==> config.mk <==
export PLATFORM = sky130hd
export DESIGN_NAME = program_loader
export DESIGN_NICKNAME = d
export VERILOG_FILES = /design/src/rtl/program_loader_pkg.sv /design/src/rtl/loader_checksum.sv /design/src/rtl/program_loader.sv
export SDC_FILE = /design/constraint.sdc
export NUM_CORES = 1
export LEC_CHECK = 0
export CAP_MARGIN = 40
export CORE_ASPECT_RATIO = 0.7
export CORE_MARGIN = 2
export CORE_UTILIZATION = 47
export DETAILED_ROUTE_END_ITERATION = 6
export HOLD_SLACK_MARGIN = 0.02
export PLACE_DENSITY = 0.8
export SLEW_MARGIN = 20
export SYNTH_ARGS = -nofsm -noshare
export SYNTH_HDL_FRONTEND = slang
export SYNTH_HIERARCHICAL = 1
export SYNTH_SLANG_ARGS = --single-unit
export TNS_END_PERCENT = 50
==> constraint.sdc <==
create_clock -name clk -period 1.8 [get_ports clk]
set_clock_uncertainty 0.2 [all_clocks]
set_input_delay 0.27 -clock clk [delete_from_list [all_inputs] [get_ports clk]]
set_output_delay 0.27 -clock clk [all_outputs]
set_load 0.01 [all_outputs]
==> src/rtl/program_loader_pkg.sv <==
// Shared definitions for the program loader: FSM states and instruction word field positions.
package program_loader_pkg;

    localparam int R1SEL_BIT = 15;
    localparam int R0SEL_BIT = 14;
    localparam int OPC_MSB   = 13;
    localparam int OPC_LSB   = 8;
    localparam int DATA_MSB  = 7;

    typedef enum logic [2:0] {
        ST_IDLE  = 3'd0,
        ST_COUNT = 3'd1,
        ST_HI    = 3'd2,
        ST_LO    = 3'd3,
        ST_WRITE = 3'd4,
        ST_CHECK = 3'd5,
        ST_DONE  = 3'd6
    } state_t;

    // Opcode bits are carried verbatim; only field placement is fixed here.
    function automatic logic [15:0] pack_word(input logic [7:0] hi, input logic [7:0] lo);
        logic [15:0] w;
        w                  = '0;
        w[R1SEL_BIT]       = hi[7];
        w[R0SEL_BIT]       = hi[6];
        w[OPC_MSB:OPC_LSB] = hi[5:0];
        w[DATA_MSB:0]      = lo;
        return w;
    endfunction

endpackage

==> src/rtl/loader_checksum.sv <==
// 8-bit XOR accumulator; clear has priority over enable.
module loader_checksum (
    input  logic       clk,
    input  logic       rst,
    input  logic       clear,
    input  logic       en,
    input  logic [7:0] din,
    output logic [7:0] csum
);

    always_ff @(posedge clk or posedge rst) begin
        if (rst) begin
            csum <= 8'h00;
        end else if (clear) begin
            csum <= 8'h00;
        end else if (en) begin
            csum <= csum ^ din;
        end
    end

endmodule

==> src/rtl/program_loader.sv <==
// Assembles instruction words from a byte stream, writes them to program memory and
// holds the CPU in reset until a load passes its checksum.
// Handshake: a byte transfers on a rising edge where byte_valid && byte_ready; byte_ready
// depends only on state, and byte_data is sampled only on a transfer.
module program_loader
    import program_loader_pkg::*;
#(
    parameter int ADDR_W = 8
) (
    input  logic              clk,
    input  logic              rst,
    input  logic              start,
    input  logic              byte_valid,
    input  logic [7:0]        byte_data,
    output logic              byte_ready,
    output logic              mem_we,
    output logic [ADDR_W-1:0] mem_addr,
    output logic [15:0]       mem_wdata,
    output logic              cpu_rstn,
    output logic              busy,
    output logic              done,
    output logic              err,
    output logic [2:0]        state_dbg
);

    localparam int DEPTH = 1 << ADDR_W;
    localparam int RW    = ADDR_W + 1;

    state_t            state, next_state;
    logic [ADDR_W-1:0] addr;
    logic [RW-1:0]     rem;
    logic [7:0]        hi_q, lo_q;
    logic [7:0]        csum;
    logic              csum_clr, csum_en;
    logic              count_ovf;

    assign count_ovf = int'(byte_data) > DEPTH;

    loader_checksum u_checksum (
        .clk   (clk),
        .rst   (rst),
        .clear (csum_clr),
        .en    (csum_en),
        .din   (byte_data),
        .csum  (csum)
    );

    always_ff @(posedge clk or posedge rst) begin
        if (rst) begin
            state <= ST_IDLE;
        end else begin
            state <= next_state;
        end
    end

    always_comb begin
        next_state = state;
        byte_ready = 1'b0;
        mem_we     = 1'b0;
        done       = 1'b0;
        csum_clr   = 1'b0;
        csum_en    = 1'b0;
        case (state)
            ST_IDLE: begin
                if (start) begin
                    csum_clr   = 1'b1;
                    next_state = ST_COUNT;
                end
            end
            ST_COUNT: begin
                byte_ready = 1'b1;
                if (byte_valid) begin
                    csum_en = 1'b1;
                    if (byte_data == 8'h00) next_state = ST_CHECK;
                    else if (count_ovf)     next_state = ST_DONE;
                    else                    next_state = ST_HI;
                end
            end
            ST_HI: begin
                byte_ready = 1'b1;
                if (byte_valid) begin
                    csum_en    = 1'b1;
                    next_state = ST_LO;
                end
            end
            ST_LO: begin
                byte_ready = 1'b1;
                if (byte_valid) begin
                    csum_en    = 1'b1;
                    next_state = ST_WRITE;
                end
            end
            ST_WRITE: begin
                mem_we     = 1'b1;
                next_state = (rem == RW'(1)) ? ST_CHECK : ST_HI;
            end
            ST_CHECK: begin
                byte_ready = 1'b1;
                if (byte_valid) next_state = ST_DONE;
            end
            ST_DONE: begin
                done       = 1'b1;
                next_state = ST_IDLE;
            end
            default: next_state = ST_IDLE;
        endcase
    end

    always_ff @(posedge clk or posedge rst) begin
        if (rst) begin
            addr     <= '0;
            rem      <= '0;
            hi_q     <= 8'h00;
            lo_q     <= 8'h00;
            err      <= 1'b0;
            cpu_rstn <= 1'b0;
        end else begin
            case (state)
                ST_IDLE: begin
                    if (start) begin
                        addr     <= '0;
                        err      <= 1'b0;
                        cpu_rstn <= 1'b0;
                    end
                end
                ST_COUNT: begin
                    if (byte_valid) begin
                        rem <= RW'(byte_data);
                        if (count_ovf) err <= 1'b1;
                    end
                end
                ST_HI:    if (byte_valid) hi_q <= byte_data;
                ST_LO:    if (byte_valid) lo_q <= byte_data;
                ST_WRITE: begin
                    addr <= addr + ADDR_W'(1);
                    rem  <= rem - RW'(1);
                end
                ST_CHECK: if (byte_valid) err <= (byte_data != csum);
                ST_DONE:  cpu_rstn <= ~err;
                default: ;
            endcase
        end
    end

    assign mem_addr  = addr;
    assign mem_wdata = pack_word(hi_q, lo_q);
    assign busy      = (state != ST_IDLE);
    assign state_dbg = state;

endmodule

=== Word-level counts from Yosys, hierarchy flattened ===
Index checks and enable logic that the tools add are counted.

* Flip-flop bits (word level): 46
* Input port bits: 12
* Output and inout bits: 33
* Word-level logic and storage cells: 67

* Add/subtract/negate cells: 2
* Eq/ne operators: 13
* Multiplexer cells: 25
* Bitwise operators: 2
* Reductions and logical operators: 17

{| class="wikitable"
|+ Operators with widths
! kind !! number
|-
| 2-to-1 mux 8 bit || 3
|-
| 2-to-1 mux 3 bit || 7
|-
| case mux 3 bit (6 select lines) || 1
|-
| case mux 9 bit (2 select lines) || 1
|-
| case mux 8 bit (2 select lines) || 1
|-
| != test 2 bit (second input constant) || 5
|-
| AND reduction 2 bit || 5
|-
| nonzero test 2 bit || 5
|-
| equality test 3 bit (second input constant) || 3
|-
| equality test 9 x 1 -> 1 bit (second input constant) || 1
|-
| 2-to-1 mux 1 bit || 9
|-
| 2-to-1 mux 9 bit || 1
|-
| subtractor 9 x 1 -> 9 bit (second input constant) || 1
|-
| adder 8 x 1 -> 8 bit (second input constant) || 1
|-
| zero test 8 bit || 1
|-
| != test 8 bit || 1
|-
| XOR 8 bit || 1
|-
| equality test 3 x 2 -> 1 bit (second input constant) || 2
|-
| AND reduction 5 bit || 1
|-
| case mux 1 bit (2 select lines) || 2
|-
| OR reduction 4 bit || 1
|-
| equality test 3 x 1 -> 1 bit (second input constant) || 1
|-
| zero test 3 bit || 1
|-
| AND reduction 3 bit || 1
|-
| other kinds (3) || 3
|}

=== Depth between registers and ports, before layout ===
* Word-level depth: 5
* Depth in mapped cells: 7
* Mapped depth without buffers: 6

=== By module ===
Netlist, hierarchy kept.

{| class="wikitable"
|+ By module, submodules not included
! module !! times used !! cells an instance !! area each (um^2) !! sequential area each (um^2)
|-
| program_loader || 1 || 190 || 1968.1 || 950.9
|-
| loader_checksum || 1 || 36 || 410.4 || 200.2
|}

=== Worst setup path after synthesis ===
No wires, ideal clock.

* Path type: reg-to-reg
* Start point: register state[0] (netlist: state_dbg[0])
* End point: register rem[6]
* Library setup time: 0.069 ns
* Arrival: 1.563 ns
* Data required time: 1.531 ns
* Setup slack: -0.032 ns
* Stages on the path, launching flop included: 7
* Buffers on the path: 1
* Clock period less this slack: 1.832 ns
* Path through: dfrtp_1 > or3b_1 > buf_2 > inv_2 > nand3_1 > or4_1 > nand3_1

* Cells in the longest elaborated chain, start to end: 3
* Elaborated cells on any way between the ends: 6
* Classes of those cells: eq/ne: 3; mux: 1; reduce/logical: 2

{| class="wikitable"
|+ Ends and longest elaborated chain
! what !! line !! source
|-
| start: declaration || program_loader.sv:29 || <nowiki>state_t state, next_state;</nowiki>
|-
| start signal: assignment || program_loader.sv:52 || <nowiki>state <= next_state;</nowiki>
|-
| equality test 3 x 1 -> 1 bit / equality test 3 bit (equally long branches) || program_loader.sv:118 || <nowiki>case (state)</nowiki>
|-
| != test 2 bit (no line) / nonzero test 2 bit (equally long branches) || -- ||
|-
| AND reduction 2 bit (no line) || -- ||
|-
| end signal: assignment || program_loader.sv:128 || <nowiki>rem <= RW'(byte_data);</nowiki>
|-
| end signal: assignment || program_loader.sv:136 || <nowiki>rem <= rem - RW'(1);</nowiki>
|-
| end: declaration || program_loader.sv:31 || <nowiki>logic [RW-1:0] rem;</nowiki>
|}

Parallel ways exist; a longest one is shown, timed or not.
A chain may end at the register's enable or synchronous reset.

=== Worst setup path after layout ===
* Start point: register state[0] (netlist: state_dbg[0])
* End point: output busy

* Cells in the longest elaborated chain, start to end: 1

{| class="wikitable"
|+ Ends and longest elaborated chain
! what !! line !! source
|-
| nonzero test 3 bit || program_loader.sv:147 || <nowiki>assign busy = (state != ST_IDLE);</nowiki>
|-
| end: declaration || program_loader.sv:20 || <nowiki>output logic busy,</nowiki>
|}

No other way between the ends.

==> results.txt <==
The final routed DRC violation total came out at 0. The critical path goes through buf_4, buf_4, or3_4, buf_6. Counting every instance in the synthesized netlist gives 226.

The total negative setup slack is -935 ps. The remaining global-route overflow is 0. Counting stages on the worst path, the most repeated cell is sky130_fd_sc_hd__buf_4.

The number of nets with antenna violations after detailed routing is 0. The leakage power summed over all cells is 1.57 nW. The footprint of the multi-input gates is 0.00126 sq mm.

The number of nets produced by synthesis is 241. After clock tree synthesis, the clock-pin slew on the worst setup and hold paths is 80 ps. The root buffer cell chosen for the clock tree is sky130_fd_sc_hd__clkbuf_8.

The final weighted congestion of routability-driven global placement is 0.899. The sequential-to-total area share from yosys stat came out at 0.484. The peak per-stage delay on the critical path came out at 400 ps. In this run the register-to-register setup slack is -140 ps.

The final critical-path share of the clock period came out at 1.08. The first global-routing pass estimated 10.6 mm of wire. The count of endpoints failing hold in the final timing report came out at 0.

The total number of vias is 2212. After detailed routing, the total wire length is 6.64 mm. The via density per instance is 5.73.

The detailed placer's ending HPWL is 4.56 mm. The warning count from the yosys run came out at 6. In the final layout, the share of cells above drive strength 1 is 0.350. Setup repair after global routing could not meet its margin everywhere.

The time the final worst path needs with I/O delays and setup came out at 1950 ps. The initial core utilization came out at 0.492. The minimum hold slack came out at 40.8 ps. The total number of placement rows came out at 21. The unique cell type count in the Yosys netlist is 48.

The clock latency of the later-clocked register in the worst-skew pair is 300 ps. The worst slew margin relative to its limit is 0.765. The largest net degree at the start of global routing came out at 39.

The number of buffers inserted by hold repair at cts is 0. In this run the cell area measured after placement is 0.00318 sq mm. The total area inside the core boundary comes to 0.00483 sq mm. STA classifies the critical path endpoint as a primary output. The area taken by flip-flops and latches is 0.00115 sq mm.

The share of flip-flops with an asynchronous set or reset came out at 1.00. By startpoint and endpoint, the worst setup path is classified as reg -> out. The arrival time of the worst setup path is 1480 ps.

The library cell used most frequently in the layout, excluding fill and tap cells, is sky130_fd_sc_hd__dfrtp_1. The y dimension of the die is 63.5 um. Leaving out fill and tap cells, the most frequent cells in the layout are sky130_fd_sc_hd__dfrtp_1 (44), sky130_fd_sc_hd__buf_4 (40), sky130_fd_sc_hd__clkdlybuf4s50_1 (34). The average footprint of a synthesized cell came out at 10.5 sq um. The post-synthesis instance area came out at 0.00238 sq mm.

The largest delay contributor family on the critical path is buffers and inverters. Data on the critical path is required at its endpoint by 1330 ps. The achievable clock frequency came out at 513 MHz. The number of cell instances on the worst register-to-register path is 7. The filler cell count is 339. The die area is 0.00565 sq mm. The die is 89.0 um wide. The initial antenna violation count is 0. The number of global-route vias before repair came out at 2192. The transition time at the pin with the least slew margin is 349 ps. The net count of the finished layout is 331. The signed area change from the synthesized netlist to the final layout is 46.7%.

The tool flagged a number of max-cap violations equal to 0. The most used flip-flop cell after synthesis is sky130_fd_sc_hd__dfrtp_1. The area of all placed cells without fillers is 0.00349 sq mm. The detail-routed net length per standard cell is 17.2 um. The class of the tightest hold or removal check is in -> async. The maximum vdd ir drop is 0.912 mV.

The final reports fail on negative setup slack. The depth of the critical timing path with buffers and inverters included came out at 4. The flow ran to the end, but the final reports show violations. The worst setup path is launched from a flip-flop. For this design the ratio of total power to cell area is 1560 mW/mm^2. The clock sink total came out at 46. The final antenna diode count is 0.

On the critical path, the stage with the largest delay is an instance of sky130_fd_sc_hd__dfrtp_1. TritonCTS built the clock tree. During placement, the flow inserted port buffers numbering 44. The total buffers and inverters traversed by the critical path came out at 3. The number of synthesized register bits is 46. The count of pins over their slew limit was 0.

The number of buffers added by the clock tree synthesis step is 5. The first detailed-routing pass took 4 iterations. The number of DRC violations after detailed-routing iteration 0 came out at 179. The global router's overall resource usage came out at 0.248. The longest clock path from root to sink contains 2 buffers. The final setup violation count is 19. The number of I/O pins is 45. The count of flip-flops with a built-in enable after synthesis came out at 0. The final critical-path setup slack came out at -150 ps. The post-placement setup slack came out at -151 ps. The maximum fanout count along the critical path came out at 4. The H-tree was split into 2 levels.
## sequential cells by signal, indices dropped and copies added (netlist names)
signal,cells
mem_addr,8
hi_q,8
state_dbg,3
cpu_rstn,1
err,1
lo_q,8
u_checksum/csum,8
rem,9
## Yosys cell counts (3+ instances only)
| cell type | n | share of area |
|---|---|---|
| sky130_fd_sc_hd__dfrtp_1 | 46 | 0.48 |
| sky130_fd_sc_hd__o21ai_0 | 17 | 0.036 |
| sky130_fd_sc_hd__mux2_2 | 16 | 0.076 |
| sky130_fd_sc_hd__nand3_1 | 14 | 0.029 |
| sky130_fd_sc_hd__a21oi_1 | 12 | 0.025 |
| sky130_fd_sc_hd__nand2_1 | 11 | 0.017 |
| sky130_fd_sc_hd__nor2_1 | 11 | 0.017 |
| sky130_fd_sc_hd__nand3b_1 | 10 | 0.032 |
| sky130_fd_sc_hd__xnor2_1 | 8 | 0.029 |
| sky130_fd_sc_hd__inv_1 | 7 | 0.011 |
| sky130_fd_sc_hd__a21bo_2 | 6 | 0.025 |
| sky130_fd_sc_hd__nand4_1 | 6 | 0.016 |
| sky130_fd_sc_hd__clkbuf_1 | 4 | 0.0063 |
| sky130_fd_sc_hd__nor3_1 | 4 | 0.0084 |
| sky130_fd_sc_hd__a221o_1 | 3 | 0.013 |
| sky130_fd_sc_hd__and3_1 | 3 | 0.0079 |
| sky130_fd_sc_hd__ha_1 | 3 | 0.016 |
| sky130_fd_sc_hd__nand2b_1 | 3 | 0.0079 |
## per-layer routing
metal / part of all wire / vias up / global-route usage
met3: 0.070 / 7 / 0.0419
met5: 0 / - / 0
met4: 0.013 / 0 / 0.0709
met1: 0.45 / 1113 / 0.363
met2: 0.47 / 82 / 0.378
li1: - / 1010 / -
## through the flow
step / util / instances / total power [mW]
after global routing: 0.722 / 386 / 5.76
after global placement: 0.658 / 370 / 4.30
after floorplan: - / 226 / 3.11
final: 0.722 / 386 / 5.43
after CTS: 0.684 / 380 / 5.13
after detailed placement: 0.658 / 370 / 4.38
## report_power, final
group / total, mW / switching [mW] / internal (mW)
registers: 1.81 / 0.353 / 1.46
clock network: 0.660 / 0.350 / 0.310
logic: 2.96 / 1.29 / 1.68
total: 5.43 / 1.99 / 3.44
## path summary, 6_finish.rpt
kind	startpoint	end
max	state_dbg[0]	busy
min	rst	u_checksum/csum[3]
max reg2reg	state_dbg[0]	rem[6]
min reg2reg	mem_addr[7]	mem_addr[7]
max in group asynchronous	rst	mem_addr[0]
min in group clk	mem_addr[7]	mem_addr[7]
## cell families after synthesis
family | after synthesis | synth area share
AND/OR/NAND/NOR | 77 | 0.186
AO/OA/AOI/OAI | 55 | 0.160
flip-flops | 46 | 0.484
buffers and inverters | 18 | 0.0373
multiplexers | 17 | 0.0800
XOR/XNOR | 10 | 0.0368
adder cells (fa/ha/maj) | 3 | 0.0158
## final cells by class
cell class | count | share of cell area
Inverter | 8 | 0.00932
Clock inverter | 1 | 0.00143
Clock buffer | 7 | 0.0247
Timing Repair Buffer | 93 | 0.247
Tap cell | 69 | 0.0247
Multi-Input combinational cell | 162 | 0.362
Sequential cell | 46 | 0.331
## timing repair
action / CTS / global route
gates resized for setup: 31 / 47
buffers inserted: 2 / 5
gates cloned: 0 / 1
endpoints found under the setup margin: 15 / 37
pin swaps: 1 / 9
Note: power is estimated with default switching activity, not from simulation.
